### src/rtl/data_arrays_0_pkg.sv
// Shared widths, request struct and small helpers for the data_arrays_0
// access controller and its response queue.
package data_arrays_0_pkg;

  localparam int ADDR_W         = 10;
  localparam int DATA_BYTES     = 16;
  localparam int DATA_W         = 8 * DATA_BYTES;
  localparam int MASK_W         = DATA_BYTES;
  localparam int RESP_DEPTH_DEF = 2;

  localparam logic [MASK_W-1:0] FULL_MASK = 16'hFFFF;

  typedef struct packed {
    logic [ADDR_W-1:0] addr;
    logic              write;
    logic [DATA_W-1:0] wdata;
    logic [MASK_W-1:0] wmask;
  } req_t;

  // Which requester owns the RW0 port this cycle.
  typedef enum logic [1:0] {
    SRC_IDLE   = 2'd0,
    SRC_REFILL = 2'd1,
    SRC_CPU_WR = 2'd2,
    SRC_CPU_RD = 2'd3
  } src_e;

  // A new request may only be accepted while every read already queued or
  // still inside the SRAM has a guaranteed queue slot, plus one spare.
  function automatic logic has_credit(input int queued, input int inflight, input int depth);
    return (queued + inflight) < depth;
  endfunction

endpackage

### src/rtl/data_arrays_0_ctrl_if.sv
// CPU request, refill and read-response channels of the data_arrays_0
// controller. master = cache pipeline side, slave = controller.
interface data_arrays_0_ctrl_if;
  import data_arrays_0_pkg::*;

  logic              io_req_valid;
  logic              io_req_ready;
  logic [ADDR_W-1:0] io_req_bits_addr;
  logic              io_req_bits_write;
  logic [DATA_W-1:0] io_req_bits_wdata;
  logic [MASK_W-1:0] io_req_bits_wmask;

  logic              io_refill_valid;
  logic              io_refill_ready;
  logic [ADDR_W-1:0] io_refill_addr;
  logic [DATA_W-1:0] io_refill_data;

  logic              io_resp_valid;
  logic              io_resp_ready;
  logic [DATA_W-1:0] io_resp_bits_data;

  modport master (
    output io_req_valid, io_req_bits_addr, io_req_bits_write,
           io_req_bits_wdata, io_req_bits_wmask,
           io_refill_valid, io_refill_addr, io_refill_data,
           io_resp_ready,
    input  io_req_ready, io_refill_ready, io_resp_valid, io_resp_bits_data
  );

  modport slave (
    input  io_req_valid, io_req_bits_addr, io_req_bits_write,
           io_req_bits_wdata, io_req_bits_wmask,
           io_refill_valid, io_refill_addr, io_refill_data,
           io_resp_ready,
    output io_req_ready, io_refill_ready, io_resp_valid, io_resp_bits_data
  );

endinterface

### src/rtl/data_arrays_0_resp_q.sv
// Read-response FIFO. When empty, incoming data is presented on the output
// in the same cycle and only stored if the consumer does not take it.
module data_arrays_0_resp_q
  import data_arrays_0_pkg::*;
#(
  parameter int DEPTH = RESP_DEPTH_DEF,
  parameter int CNT_W = $clog2(DEPTH + 1)
) (
  input  logic              clock,
  input  logic              reset,
  input  logic              enq_valid,
  input  logic [DATA_W-1:0] enq_data,
  output logic              deq_valid,
  input  logic              deq_ready,
  output logic [DATA_W-1:0] deq_data,
  output logic [CNT_W-1:0]  count
);

  localparam int PTR_W = (DEPTH > 1) ? $clog2(DEPTH) : 1;

  logic [DATA_W-1:0] mem [DEPTH];
  logic [PTR_W-1:0]  wr_ptr;
  logic [PTR_W-1:0]  rd_ptr;
  logic              empty;
  logic              full;
  logic              push;
  logic              pop;

  function automatic logic [PTR_W-1:0] ptr_inc(input logic [PTR_W-1:0] p);
    return (p == PTR_W'(DEPTH - 1)) ? '0 : p + PTR_W'(1);
  endfunction

  assign empty = (count == '0);
  assign full  = (count == CNT_W'(DEPTH));

  // Bypass path: an empty queue forwards the incoming beat directly.
  always_comb begin
    deq_valid = empty ? enq_valid : 1'b1;
    deq_data  = empty ? enq_data : mem[rd_ptr];
    push      = enq_valid && !(empty && deq_ready);
    pop       = !empty && deq_ready;
  end

  // Pointer and occupancy bookkeeping.
  always_ff @(posedge clock) begin
    if (reset) begin
      wr_ptr <= '0;
      rd_ptr <= '0;
      count  <= '0;
    end else begin
      if (push) wr_ptr <= ptr_inc(wr_ptr);
      if (pop)  rd_ptr <= ptr_inc(rd_ptr);
      count <= count + CNT_W'(push) - CNT_W'(pop);
    end
  end

  // Storage write; contents need no reset since count gates visibility.
  always_ff @(posedge clock) begin
    if (push) mem[wr_ptr] <= enq_data;
  end

  // The upstream credit rule must keep a read from landing on a full queue.
  assert property (@(posedge clock) disable iff (reset) !(push && full));

endmodule

### src/rtl/data_arrays_0_ctrl.sv
// Access controller in front of the data_arrays_0 single-port SRAM.
// Refill beats win over CPU requests; CPU reads return one cycle later
// through a credit-protected response queue.
// Optional build macro: DATA_ARRAYS_0_CTRL_STATS_EN adds read/write/stall
// counters; without it io_stats_* are tied to zero.
module data_arrays_0_ctrl
  import data_arrays_0_pkg::*;
#(
  parameter int RESP_DEPTH = RESP_DEPTH_DEF
) (
  input  logic              clock,
  input  logic              reset,
  data_arrays_0_ctrl_if.slave bus,
  output logic [ADDR_W-1:0] sram_addr,
  output logic              sram_en,
  output logic              sram_wmode,
  output logic [DATA_W-1:0] sram_wdata,
  output logic [MASK_W-1:0] sram_wmask,
  input  logic [DATA_W-1:0] sram_rdata,
  output logic [31:0]       io_stats_reads,
  output logic [31:0]       io_stats_writes,
  output logic [31:0]       io_stats_stalls
);

  localparam int CNT_W = $clog2(RESP_DEPTH + 1);

  req_t              req;
  src_e              src;
  logic              req_ready;
  logic              refill_ready;
  logic              inflight;
  logic [ADDR_W-1:0] addr_q;
  logic [DATA_W-1:0] wdata_q;
  logic [CNT_W-1:0]  q_count;
  logic              q_valid;
  logic [DATA_W-1:0] q_data;

  assign req.addr  = bus.io_req_bits_addr;
  assign req.write = bus.io_req_bits_write;
  assign req.wdata = bus.io_req_bits_wdata;
  assign req.wmask = bus.io_req_bits_wmask;

  // Ready ignores the write bit: writes also wait when credits run out.
  assign refill_ready = !reset;
  assign req_ready    = !reset && !bus.io_refill_valid &&
                        has_credit(int'(q_count), int'(inflight), RESP_DEPTH);

  assign bus.io_refill_ready = refill_ready;
  assign bus.io_req_ready    = req_ready;

  // Pick the owner of the RW0 port for this cycle.
  always_comb begin
    src = SRC_IDLE;
    if (bus.io_refill_valid && refill_ready) begin
      src = SRC_REFILL;
    end else if (bus.io_req_valid && req_ready) begin
      src = req.write ? SRC_CPU_WR : SRC_CPU_RD;
    end
  end

  // Drive RW0; addr/wdata hold their last value when idle, all zero in reset.
  always_comb begin
    sram_en    = 1'b0;
    sram_wmode = 1'b0;
    sram_addr  = addr_q;
    sram_wdata = wdata_q;
    sram_wmask = '0;
    case (src)
      SRC_REFILL: begin
        sram_en    = 1'b1;
        sram_wmode = 1'b1;
        sram_addr  = bus.io_refill_addr;
        sram_wdata = bus.io_refill_data;
        sram_wmask = FULL_MASK;
      end
      SRC_CPU_WR: begin
        sram_en    = 1'b1;
        sram_wmode = 1'b1;
        sram_addr  = req.addr;
        sram_wdata = req.wdata;
        sram_wmask = req.wmask;
      end
      SRC_CPU_RD: begin
        sram_en   = 1'b1;
        sram_addr = req.addr;
      end
      default: ;
    endcase
    if (reset) begin
      sram_addr  = '0;
      sram_wdata = '0;
    end
  end

  // Remember the last issued address/data so idle cycles do not toggle them.
  always_ff @(posedge clock) begin
    if (reset) begin
      addr_q  <= '0;
      wdata_q <= '0;
    end else if (src != SRC_IDLE) begin
      addr_q <= sram_addr;
      if (sram_wmode) wdata_q <= sram_wdata;
    end
  end

  // A read issued this cycle has its data on sram_rdata next cycle.
  always_ff @(posedge clock) begin
    if (reset) inflight <= 1'b0;
    else       inflight <= (src == SRC_CPU_RD);
  end

  data_arrays_0_resp_q #(
    .DEPTH (RESP_DEPTH),
    .CNT_W (CNT_W)
  ) u_resp_q (
    .clock     (clock),
    .reset     (reset),
    .enq_valid (inflight),
    .enq_data  (sram_rdata),
    .deq_valid (q_valid),
    .deq_ready (bus.io_resp_ready),
    .deq_data  (q_data),
    .count     (q_count)
  );

  assign bus.io_resp_valid     = q_valid && !reset;
  assign bus.io_resp_bits_data = q_data;

`ifdef DATA_ARRAYS_0_CTRL_STATS_EN
  logic [31:0] stat_reads;
  logic [31:0] stat_writes;
  logic [31:0] stat_stalls;

  // Free-running event counters; they simply wrap at 2^32.
  always_ff @(posedge clock) begin
    if (reset) begin
      stat_reads  <= '0;
      stat_writes <= '0;
      stat_stalls <= '0;
    end else begin
      if (src == SRC_CPU_RD) stat_reads <= stat_reads + 32'd1;
      if (src == SRC_CPU_WR || src == SRC_REFILL) stat_writes <= stat_writes + 32'd1;
      if (bus.io_req_valid && !req_ready) stat_stalls <= stat_stalls + 32'd1;
    end
  end

  assign io_stats_reads  = stat_reads;
  assign io_stats_writes = stat_writes;
  assign io_stats_stalls = stat_stalls;
`else
  assign io_stats_reads  = '0;
  assign io_stats_writes = '0;
  assign io_stats_stalls = '0;
`endif

endmodule
### src/flat_wrapper.sv
// flat-port wrapper written by rule: the top's interface ports become plain ports
module data_arrays_0_ctrl_flat import data_arrays_0_pkg::*;
#(
  parameter int RESP_DEPTH = RESP_DEPTH_DEF
)
  (clock, reset, sram_addr, sram_en, sram_wmode, sram_wdata, sram_wmask, sram_rdata, io_stats_reads, io_stats_writes, io_stats_stalls, bus_io_req_valid, bus_io_req_bits_addr, bus_io_req_bits_write, bus_io_req_bits_wdata, bus_io_req_bits_wmask, bus_io_refill_valid, bus_io_refill_addr, bus_io_refill_data, bus_io_resp_ready, bus_io_req_ready, bus_io_refill_ready, bus_io_resp_valid, bus_io_resp_bits_data);
  data_arrays_0_ctrl_if bus_i ();
  input  logic clock;
  input  logic reset;
  output logic [ADDR_W-1:0] sram_addr;
  output logic sram_en;
  output logic sram_wmode;
  output logic [DATA_W-1:0] sram_wdata;
  output logic [MASK_W-1:0] sram_wmask;
  input  logic [DATA_W-1:0] sram_rdata;
  output logic [31:0] io_stats_reads;
  output logic [31:0] io_stats_writes;
  output logic [31:0] io_stats_stalls;
  input wire logic [$bits(bus_i.io_req_valid)-1:0] bus_io_req_valid;
  input wire logic [$bits(bus_i.io_req_bits_addr)-1:0] bus_io_req_bits_addr;
  input wire logic [$bits(bus_i.io_req_bits_write)-1:0] bus_io_req_bits_write;
  input wire logic [$bits(bus_i.io_req_bits_wdata)-1:0] bus_io_req_bits_wdata;
  input wire logic [$bits(bus_i.io_req_bits_wmask)-1:0] bus_io_req_bits_wmask;
  input wire logic [$bits(bus_i.io_refill_valid)-1:0] bus_io_refill_valid;
  input wire logic [$bits(bus_i.io_refill_addr)-1:0] bus_io_refill_addr;
  input wire logic [$bits(bus_i.io_refill_data)-1:0] bus_io_refill_data;
  input wire logic [$bits(bus_i.io_resp_ready)-1:0] bus_io_resp_ready;
  output wire logic [$bits(bus_i.io_req_ready)-1:0] bus_io_req_ready;
  output wire logic [$bits(bus_i.io_refill_ready)-1:0] bus_io_refill_ready;
  output wire logic [$bits(bus_i.io_resp_valid)-1:0] bus_io_resp_valid;
  output wire logic [$bits(bus_i.io_resp_bits_data)-1:0] bus_io_resp_bits_data;
  assign bus_i.io_req_valid = bus_io_req_valid;
  assign bus_i.io_req_bits_addr = bus_io_req_bits_addr;
  assign bus_i.io_req_bits_write = bus_io_req_bits_write;
  assign bus_i.io_req_bits_wdata = bus_io_req_bits_wdata;
  assign bus_i.io_req_bits_wmask = bus_io_req_bits_wmask;
  assign bus_i.io_refill_valid = bus_io_refill_valid;
  assign bus_i.io_refill_addr = bus_io_refill_addr;
  assign bus_i.io_refill_data = bus_io_refill_data;
  assign bus_i.io_resp_ready = bus_io_resp_ready;
  assign bus_io_req_ready = bus_i.io_req_ready;
  assign bus_io_refill_ready = bus_i.io_refill_ready;
  assign bus_io_resp_valid = bus_i.io_resp_valid;
  assign bus_io_resp_bits_data = bus_i.io_resp_bits_data;
  data_arrays_0_ctrl #(.RESP_DEPTH(RESP_DEPTH)) u_core (.clock(clock), .reset(reset), .bus(bus_i), .sram_addr(sram_addr), .sram_en(sram_en), .sram_wmode(sram_wmode), .sram_wdata(sram_wdata), .sram_wmask(sram_wmask), .sram_rdata(sram_rdata), .io_stats_reads(io_stats_reads), .io_stats_writes(io_stats_writes), .io_stats_stalls(io_stats_stalls));
endmodule
### config.mk
export PLATFORM = sky130hd
export DESIGN_NAME = data_arrays_0_ctrl_flat
export DESIGN_NICKNAME = d
export VERILOG_FILES = /design/src/rtl/data_arrays_0_pkg.sv /design/src/rtl/data_arrays_0_ctrl_if.sv /design/src/rtl/data_arrays_0_resp_q.sv /design/src/rtl/data_arrays_0_ctrl.sv /design/src/flat_wrapper.sv
export SDC_FILE = /design/constraint.sdc
export NUM_CORES = 1
export LEC_CHECK = 0
export CAP_MARGIN = 10
export CORE_AREA = 2 2 312 314
export DETAILED_ROUTE_END_ITERATION = 12
export DIE_AREA = 0 0 314 316
export MAX_ROUTING_LAYER = met4
export SLEW_MARGIN = 25
export SYNTH_ARGS = -nofsm -noshare
export SYNTH_HDL_FRONTEND = slang
export SYNTH_SLANG_ARGS = --single-unit
export TNS_END_PERCENT = 20
### constraint.sdc
create_clock -name clock -period 11.17 [get_ports clock]
set_input_delay 2.234 -clock clock [delete_from_list [all_inputs] [get_ports clock]]
set_output_delay 2.234 -clock clock [all_outputs]
set_load 0.005 [all_outputs]
Word level (Yosys, flattened, before mapping) --
Memories as Yosys holds them, arrays and structs flattened. A register that Yosys moved wholly into a read port is not among the register bits. Index checks and enable logic that the tools add are counted.
Storage, ports and cells: flip-flop bits (word level) 143, RAM bits 256, input port bits 426, memories kept 1, word-level logic and storage cells 52, output and inout port bits 383
Memories:
- u_core.u_resp_q.mem | words 2, width 128, read ports 1, clocked after Yosys merged registers in 1, write ports 1, RTL line data_arrays_0_resp_q.sv:21 | logic [DATA_W-1:0] mem [DEPTH];
Cells by class: reductions and logical operators 18, multiplexer cells 18, $add $sub $neg 5, order comparisons 1, eq/ne operators 3
Operators with widths (number):
- $mux 128 | 2
- $pmux 128 s2 | 1
- $lt 32x3->1 const B | 1
- $pmux 16 s2 | 1
- $pmux 10 s2 | 1
- $mux 1 | 10
- $mux 10 | 1
- $logic_and 1x1->1 | 8
- $eq 2x2->1 const B | 2
- $logic_not 1->1 | 4
- $mux 2 | 2
- $reduce_or 2->1 | 2
- $add 2x1->3 | 1
- $reduce_or 3->1 | 1
- $add 1x1->1 const B | 2
- $add 2x1->2 | 1
- $eq 2x1->1 const B | 1
- $logic_not 2->1 | 1
- $reduce_and 2->1 | 1
- $reduce_bool 2->1 | 1
- $sub 2x1->2 | 1

Logic depth before layout (Yosys ltp) --
Gate-level depths: netlist of the first run.
depth after elaboration 10, mapped depth 10, depth with buffers taken out 8

Hierarchy --
A second synthesis of the first run with hierarchy kept.
Unflattened totals: cell total of the unflattened synthesis 1686, area total of the unflattened synthesis 19104.6 µm²
By module, submodules not included:
- data_arrays_0_resp_q | cells an instance 709, times used 1, area an instance 10657.7 µm², sequential area each 7787.5 µm²
- data_arrays_0_ctrl | cells an instance 977, times used 1, area an instance 8446.9 µm², sequential area each 2782.7 µm²

Least setup slack after synthesis of the first run --
OpenSTA, ideal clock, no wires.
kind input -> register, from input bus_io_resp_ready, to memory u_core.u_resp_q.mem[0][0] (netlist name) (enable), cell stages on the path 3, data required time 10.554 ns, arrival 7.699 ns, setup slack 2.855 ns, path buffers 0, library setup time 0.616 ns, cells stage by stage inv_1 o21ai_2 nor2_1
On the way: word-level cells in the longest chain between the ends 5
Ends and longest elaborated chain:
- start: declaration | RTL line flat_wrapper.sv:27 | input wire logic [$bits(bus_i.io_resp_ready)-1:0] bus_io_resp_ready;
- $logic_and 1x1->1 | RTL line data_arrays_0_resp_q.sv:40 | push = enq_valid && !(empty && deq_ready);
- $logic_not 1->1 | RTL line data_arrays_0_resp_q.sv:40
- $logic_and 1x1->1 | RTL line data_arrays_0_resp_q.sv:40
- $mux 1 | RTL line data_arrays_0_resp_q.sv:59 | if (push) mem[wr_ptr] <= enq_data;
- $mux 1 (not written as such) | RTL line data_arrays_0_resp_q.sv:59
- end: declaration | RTL line data_arrays_0_resp_q.sv:21
Every way passes these cells.

Final worst setup path of the first run --
from input bus_io_refill_valid, to output sram_wdata[98]
On the way: word-level cells in the longest chain between the ends 9, elaborated cells between the ends (all ways) 11, those cells by class eq/ne: 2; mux: 4; reduce/logical: 5
Ends and longest elaborated chain:
- start: declaration | RTL line flat_wrapper.sv:24 | input wire logic [$bits(bus_i.io_refill_valid)-1:0] bus_io_refill_valid;
- $logic_not 1->1 | RTL line data_arrays_0_ctrl.sv:45 | assign req_ready = !reset && !bus.io_refill_valid &&
- $logic_and 1x1->1 (2 in series) | RTL line data_arrays_0_ctrl.sv:45
- $logic_and 1x1->1 | RTL line data_arrays_0_ctrl.sv:56 | end else if (bus.io_req_valid && req_ready) begin
- $mux 2 | RTL line data_arrays_0_ctrl.sv:56
- $mux 2 * | RTL line data_arrays_0_ctrl.sv:54 | if (bus.io_refill_valid && refill_ready) begin
- $eq 2x2->1 / $eq 2x1->1 (equally long branches) | RTL line data_arrays_0_ctrl.sv:68 | case (src)
- $pmux 128 s2 * | RTL line data_arrays_0_ctrl.sv:68
- $mux 128 * | RTL line data_arrays_0_ctrl.sv:89 | if (reset) begin
- end: declaration | RTL line flat_wrapper.sv:13 | output logic [DATA_W-1:0] sram_wdata;
Mark *: on every way between the ends. The rest lies on a longest branch, timed or not.

==> results.md, run 1 <==
- Clock Tree Root: clkbuf_16
- Slew HR: 30.02%
- Final Max Slew Viols: 0
- WS Path Type: input port to output port
- CTS sink cnt: 400
- Mux cell area share after synthesis: just under 7%
- Initial Util: 19.46%
- Placed cells: 3541
- Iteration-0 DRC Markers: 858
- Area of the mapped netlist: ~19000 µm²
- Register bit total from synthesis: 400
- Clk pwr share: about a third
- CP Capture Type: output port
- Element type at the critical path start: input port
- CP Data Required Time: approximately 8900 ps
- Final hold violations: 0
- Pint: about 3.4 mW
- DRC: 0
- Peak fanout along the critical path: 54
- Leading area contributor after synthesis: edfxtp_1
- Post-synthesis simple-gate area fraction: under 10%
- Yosys top cell area share: 41.15%
- Comb pwr share: 31.9%
- Critical Path Start: bus_io_refill_valid
- Max cap viols: 0
- Core Area: 95990 µm²
- Net Sw Power: 1.422 mW
- Final Skew: 24.10 ps
- Clock-pin slew of the registers on the worst-case setup and hold paths: 60 ps
- Ports: 809
- R2R Path Start: u_core.inflight$_SDFF_PP0_
- H-tree Lvls: 2
- Syn-to-layout area delta: 51.56%
- Hold Path Origin: u_core.u_resp_q.rd_ptr$_SDFFE_PP0P_
- Post-Syn Instances: 1693
- Final Non-Filler Cells: 3643
- Largest net degree at the start of global routing: ~130
- Outcome: completed
- R2R Setup Slk: ~7000 ps
- Worst-Skew Late Latency: ~600 ps
- Setup_tns: 0 ps
- Num CTS Buffers: 48
- HP Class: register to register
- Synth area leaders: edfxtp_1 (41%), dfxtp_1 (15%), a211oi_1 (10%)
- Worst-path cell chain: clkdlybuf4s50_1 > a2111oi_4 > nand2_1 > a2bb2oi_1 > ha_4 > buf_4 > buf_4 > nor2_1 > a211oi_1 > clkdlybuf4s50_1
- Switching Share: 29.61%
- First-pass GRT wire length: slightly below 100000 µm
- Post-synthesis cell type count: 32
- WL final: 70560 µm
- Tmin final: 9201 ps
- Crit share post-route: 82.37%
- GP Congestion: 0.8861
- XOR/XNOR Fraction of Synth Area: 0.09378%
- DIE HEIGHT: about 320 µm
- Vias in the first global route: 14.37k
- DRT Pass-1 Iters: 5
- Post-route ant nets: 0
- Vias: 15.38k
- Worst-Margin Slew: 1050 ps
- Max stage delay on crit path: 860 ps
- PwrDens: approximately 170 nW/µm²
- Routed WL per cell: roughly 19 µm
- Layout cells sized above 1: 5.270%
- CTS Buffer Depth: 3
- R2R depth: 8
- GRT Residual Overflow: 0
- Compound-Gate Fraction of Synth Area: 21.25%
- Fin Hold WS: 514.4 ps
- TritonCTS clock tree: yes
- Synth Area in Adders: 0.4689%
- HPWL after detailed placement: 53160 µm
- Setup Fix Bufs, Post-CTS: 0
- Row count: 114
- Critical Path Slowest Stage Cell: a2111oi_4
- Tot GR Track Use: between 10% and 20%
- DIE AREA: 99220 µm²
- Nets: around 2.7k
- Hold_buf cts: 0
- CTS resizes: 0
- RSZ-0062 raised after global routing: no
- Register area share after synthesis: 56.59%
- RR Endpoint: u_core.wdata_q[9]$_SDFFE_PP0P_
- Setup-failing EPs final: 0
- PortBufs: slightly above 700
- Critical path depth: 10
- Pleak: 9.064 nW
- Worst Path Arrival: 6970 ps
- Die Span X: approximately 310 µm
- Cell family with most CP delay: buffers and inverters
- Reg power frac: between 30% and 40%
- Synth Warn #: 0
- Avg Cell Area, Syn: 11.03 µm²
- FILL cells: 9962
- Via density per instance: approximately 4.2
- Worst VDD drop: 0.09289 mV
- Largest family of logic cells by synthesized area: compound AO/OA/AOI/OAI gates
- Crit path capture: sram_wdata[98]
- Max Clock Freq: roughly 110 MHz
- Antenna violations before repair: 16
- Buf+Inv Stages, Crit Path: 4
-- tightest hold or removal path: stages, from the launching register on --
cell,delay [ps]
dfxtp_1,320
xor2_1,80
nor2_1,80
-- area by class of cell --
type                       instances  area [µm²]  area share, %
sequential                       400       10570          37.35
timing repair buffer             733        7365          26.01
multi-input combinational       1115        7049          24.90
tap                             1276        1597          5.640
clock buffer                      60        1291          4.561
clock inverter                    28       335.3          1.184
inverter                          17       63.81         0.2254
antenna                           14       35.03         0.1238
-- synthesized netlist by cell type --
master	count
or2_2	1
buf_2	56
a31oi_1	10
a2111oi_4	1
a221oi_2	9
clkbuf_1	87
nand2_1	11
o21ai_0	11
nand3_1	1
and2_1	1
nand3_2	9
a22oi_1	128
mux2i_1	128
nor3_1	1
buf_4	97
buf_1	14
ha_1	7
a2bb2oi_1	1
a221oi_1	1
conb_1	1
nor2b_1	18
buf_6	2
a211oi_1	256
o2bb2ai_1	1
a21oi_1	154
o21ai_2	1
inv_1	17
nor2_1	266
mux2_2	1
xor2_1	2
dfxtp_1	144
edfxtp_1	256
-- routing by layer --
layer,wire length [µm],vias to the layer above,GRT usage (%)
met3,7658,107,6.323
met1,28620,7130,15.68
met5,0,-,-
met2,32130,648,20.91
li1,-,7495,-
met4,2153,0,4.839
-- power groups by stage --
| stage | sequential (mW) | combinational, mW | clock, mW |
|---|---|---|---|
| final | 1.66 | 1.53 | 1.61 |
| after detailed placement | 1.70 | 1.54 | 0 |
| after CTS | 1.67 | 1.55 | 1.67 |
| after global routing | 1.67 | 1.66 | 1.72 |
| after global placement | 1.70 | 1.53 | 0 |
| after floorplan | 1.67 | 0.718 | 0 |
-- worst min-delay path by stage --
stage / depth (start not counted) / end
2_1_floorplan: 2 / register
3_3_place_gp: 2 / u_core.u_resp_q.rd_ptr$_SDFFE_PP0P_
3_5_place_dp: 2 / u_core.u_resp_q.rd_ptr$_SDFFE_PP0P_
4_1_cts: 2 / u_core.u_resp_q.rd_ptr$_SDFFE_PP0P_
5_1_grt: 2 / u_core.wdata_q[45]$_SDFFE_PP0P_
6_report: 2 / u_core.u_resp_q.rd_ptr$_SDFFE_PP0P_
-- registers in the layout, summed over array words and instances (netlist names), named ones only --
| name | cells |
|---|---|
| u_core.addr_q | 10 |
| u_core.inflight | 1 |
| u_core.u_resp_q.count | 2 |
| u_core.u_resp_q.mem | 256 |
| u_core.u_resp_q.rd_ptr | 1 |
| u_core.u_resp_q.wr_ptr | 1 |
| u_core.wdata_q | 128 |
-- cells by family after synthesis --
kind of cell / count (synthesis)
buf+inv: 273
fa+ha+maj: 7
flops: 400
simple gates: 308
compound gates: 573
xor+xnor: 2
other cells: 1
mux: 129
-- placed cells by master, fill, tap and decap left out, drive strengths merged --
cell and count:
a221oi 10, diode 14, a31oi 10, nor3 1
nor2 266, clkinv 18, or2 1, nor2b 18
clkinvlp 2, edfxtp 256, mux2 1, a21oi 154
bufinv 6, nand3 10, clkbuf 60, clkdlybuf4s50 711
dfxtp 144, and2 1, ha 7, o21ai 12
buf 22, inv 19, nand2 11, a2bb2oi 1
a2111oi 1, a211oi 256, xor2 2, o2bb2ai 1
a22oi 128, mux2i 128, conb 96
-- stage by stage --
| step | util, % | worst slack [ps] | cell area, µm² | power, mW |
|---|---|---|---|---|
| floorplan | - | 2855 | 19040 | 2.391 |
| global placement | 27.76 | 2032 | 26650 | 3.231 |
| detailed placement | 27.76 | 2009 | 26650 | 3.241 |
| CTS | 29.45 | 1999 | 28270 | 4.887 |
| global route | 29.49 | 1679 | 28310 | 5.058 |
| finish | 29.49 | 1969 | 28310 | 4.802 |
Note: power is estimated with default switching activity, not from simulation.
==> run 2: changes to the inputs <==
Settings changed: CORE_AREA 2 2 312 314 to 2 2 319 321, DIE_AREA 0 0 314 316 to 0 0 321 323.
Clock period 11.17 ns to 9.2 ns, I/O delays scaled along.
==> results.md, run 2 (synthesized netlist as in run 1, its figures left out) <==
- Outcome: completed
- Worst Hold Depth: 2
- Post-route ant nets: 0
- CP Capture Type: output port
- Layout cells sized above 1: under 10%
- Vias: 15.39k
- Clock-pin slew of the registers on the worst-case setup and hold paths: approximately 60 ps
- Final hold violations: 0
- Element type at the critical path start: input port
- CTS sink cnt: 400
- RR Endpoint: u_core.wdata_q[30]$_SDFFE_PP0P_
- R2R depth: 9
- Post-placement setup slack: between 1000 and 1500 ps
- R2R Setup Slk: 5680 ps
- R2R Path Start: u_core.inflight$_SDFF_PP0_
- M1 GR Usage: about 16%
- Tmin final: 7835 ps
- Routed WL per cell: around 20 µm
- Initial Util: 18.55%
- Final Max Slew Viols: 0
- PortBufs: about 710
- GRT Residual Overflow: 0
- Max Clock Freq: between 100 and 150 MHz
- Worst-Margin Slew: 896.5 ps
- Die Span X: 321 µm
- Ports: just over 800
- Commonest non-fill, non-tap cell in the layout: clkdlybuf4s50_1
- First-pass GRT wire length: approximately 98000 µm
- DIE HEIGHT: about 320 µm
- Row count: 117
- Core Area: around 100000 µm²
- Largest registers: u_core.u_resp_q.mem x256, u_core.wdata_q x128, u_core.addr_q x10
- Final Non-Filler Cells: 3669
- Setup-failing EPs final: 0
- WL final: roughly 72000 µm
- TritonCTS clock tree: yes
- DRT Pass-1 Iters: 7
- GR met3 Demand/Resource: 4.138%
- Num CTS Buffers: 49
- Final WS setup: roughly 1400 ps
- Hold endpoint: u_core.u_resp_q.rd_ptr$_SDFFE_PP0P_
- Final Skew: between 15 and 20 ps
- WS Path Type: input port to output port
- CP Data Required Time: 7360 ps
- CTS Buffer Depth: 3
- Setup Fix Bufs, Post-CTS: 0
- Vias in the first global route: 14.00k
- DIE AREA: ~100000 µm²
- DRC: 0
- Syn-to-layout area delta: 51.08%
- Hold Path Origin: u_core.u_resp_q.rd_ptr$_SDFFE_PP0P_
- GP Congestion: approximately 0.84
- Most frequent cells in the layout: clkdlybuf4s50_1 (710), nor2_1 (263), a211oi_1 (256), edfxtp_1 (256), a21oi_1 (154)
- Worst Path Arrival: 6000 ps
- Worst-Skew Late Latency: ~580 ps
- Placed cells: 3577
- HP Class: register to register
- H-tree Lvls: 2
- Tot GR Track Use: between 10% and 20%
- CTS resizes: 0
- Largest register FFs: between 200 and 300
- Peak fanout along the critical path: 56
- Gr busiest metal: met2
- Setup_tns: 0 ps
- Hold_buf cts: 0
- Max cap viols: 0
- Worst VDD drop: 0.1316 mV
- Slew HR: 40.24%
- Clock Tree Root: clkbuf_16
- Nets: 2752
- Crit share post-route: 85.16%
- Most flop-heavy register: u_core.u_resp_q.mem
- Iteration-0 DRC Markers: 990
- Antenna violations before repair: 15
- HPWL after detailed placement: 54410 µm
- RSZ-0062 raised after global routing: no
- Largest net degree at the start of global routing: 181
- PwrDens: 201.8 nW/µm²
- Pleak: roughly 9 nW
- Met2 Resource Use GR: between 20% and 30%
- Via density per instance: around 4.2
-- run 2: report_power, final --
| group | internal (mW) | switching [mW] |
|---|---|---|
| clock | 1.03 | 0.751 |
| combinational | 0.963 | 0.939 |
| sequential | 1.98 | 0.0306 |
| total | 3.97 | 1.72 |
-- run 2: through the flow --
| stage | area [µm²] | hold slack, ps | total power [mW] | utilization (%) |
|---|---|---|---|---|
| 3_5_place_dp | 26750 | 494.8 | 3.964 | 26.56 |
| 5_1_grt | 28220 | 537.5 | 6.001 | 28.02 |
| 2_1_floorplan | 19040 | 472.5 | 2.903 | - |
| 4_1_cts | 28200 | 511.2 | 5.796 | 28.00 |
| 6_report | 28220 | 510.3 | 5.693 | 28.02 |
| 3_3_place_gp | 26740 | 488.1 | 3.954 | 26.55 |
-- run 2: final cells by class --
cell class,count,area [µm²]
diodes,8,20.02
clock buffers,71,1340
clock inverters,13,110.1
fillers,10501,72500
inverters,17,63.81
multi-input cells,1115,7052
flip-flops and latches,400,10570
well taps,1309,1638
repair buffers,736,7422
-- run 2: layer usage --
layer / up-vias / wire (µm)
met5: - / 0
li1: 7470 / -
met3: 117 / 5684
met1: 7187 / 31090
met4: 0 / 3078
met2: 619 / 32340
-- run 2: worst max-delay path by stage --
stage               cells after the start                 from  slack, ps                                  end
detailed placement                      9  bus_io_refill_valid       1270                       sram_wdata[67]
finish                                 10  bus_io_refill_valid       1360                       sram_wdata[82]
floorplan                               3    bus_io_resp_ready       1280  u_core.u_resp_q.mem[0][0]$_DFFE_PP_
global route                           11  bus_io_refill_valid       1090                       sram_wdata[28]
global placement                        9  bus_io_refill_valid       1340                       sram_wdata[67]
CTS                                     9  bus_io_refill_valid       1270                       sram_wdata[67]
-- run 2: critical path, cell delays in order --
cell and delay [ps]:
clkdlybuf4s50_1 480, a2111oi_4 290, buf_4 280, nand2_1 230, a2bb2oi_1 290, ha_4 770, buf_4 360, nor2_1 90
a211oi_1 680, clkdlybuf4s50_1 650
==> run 3: changes to the inputs <==
Settings changed: CAP_MARGIN 10 to default, TNS_END_PERCENT 20 to 30.
==> results of run 3 <==
No change in the layout: final DEF, timing and power equal those of run 2.
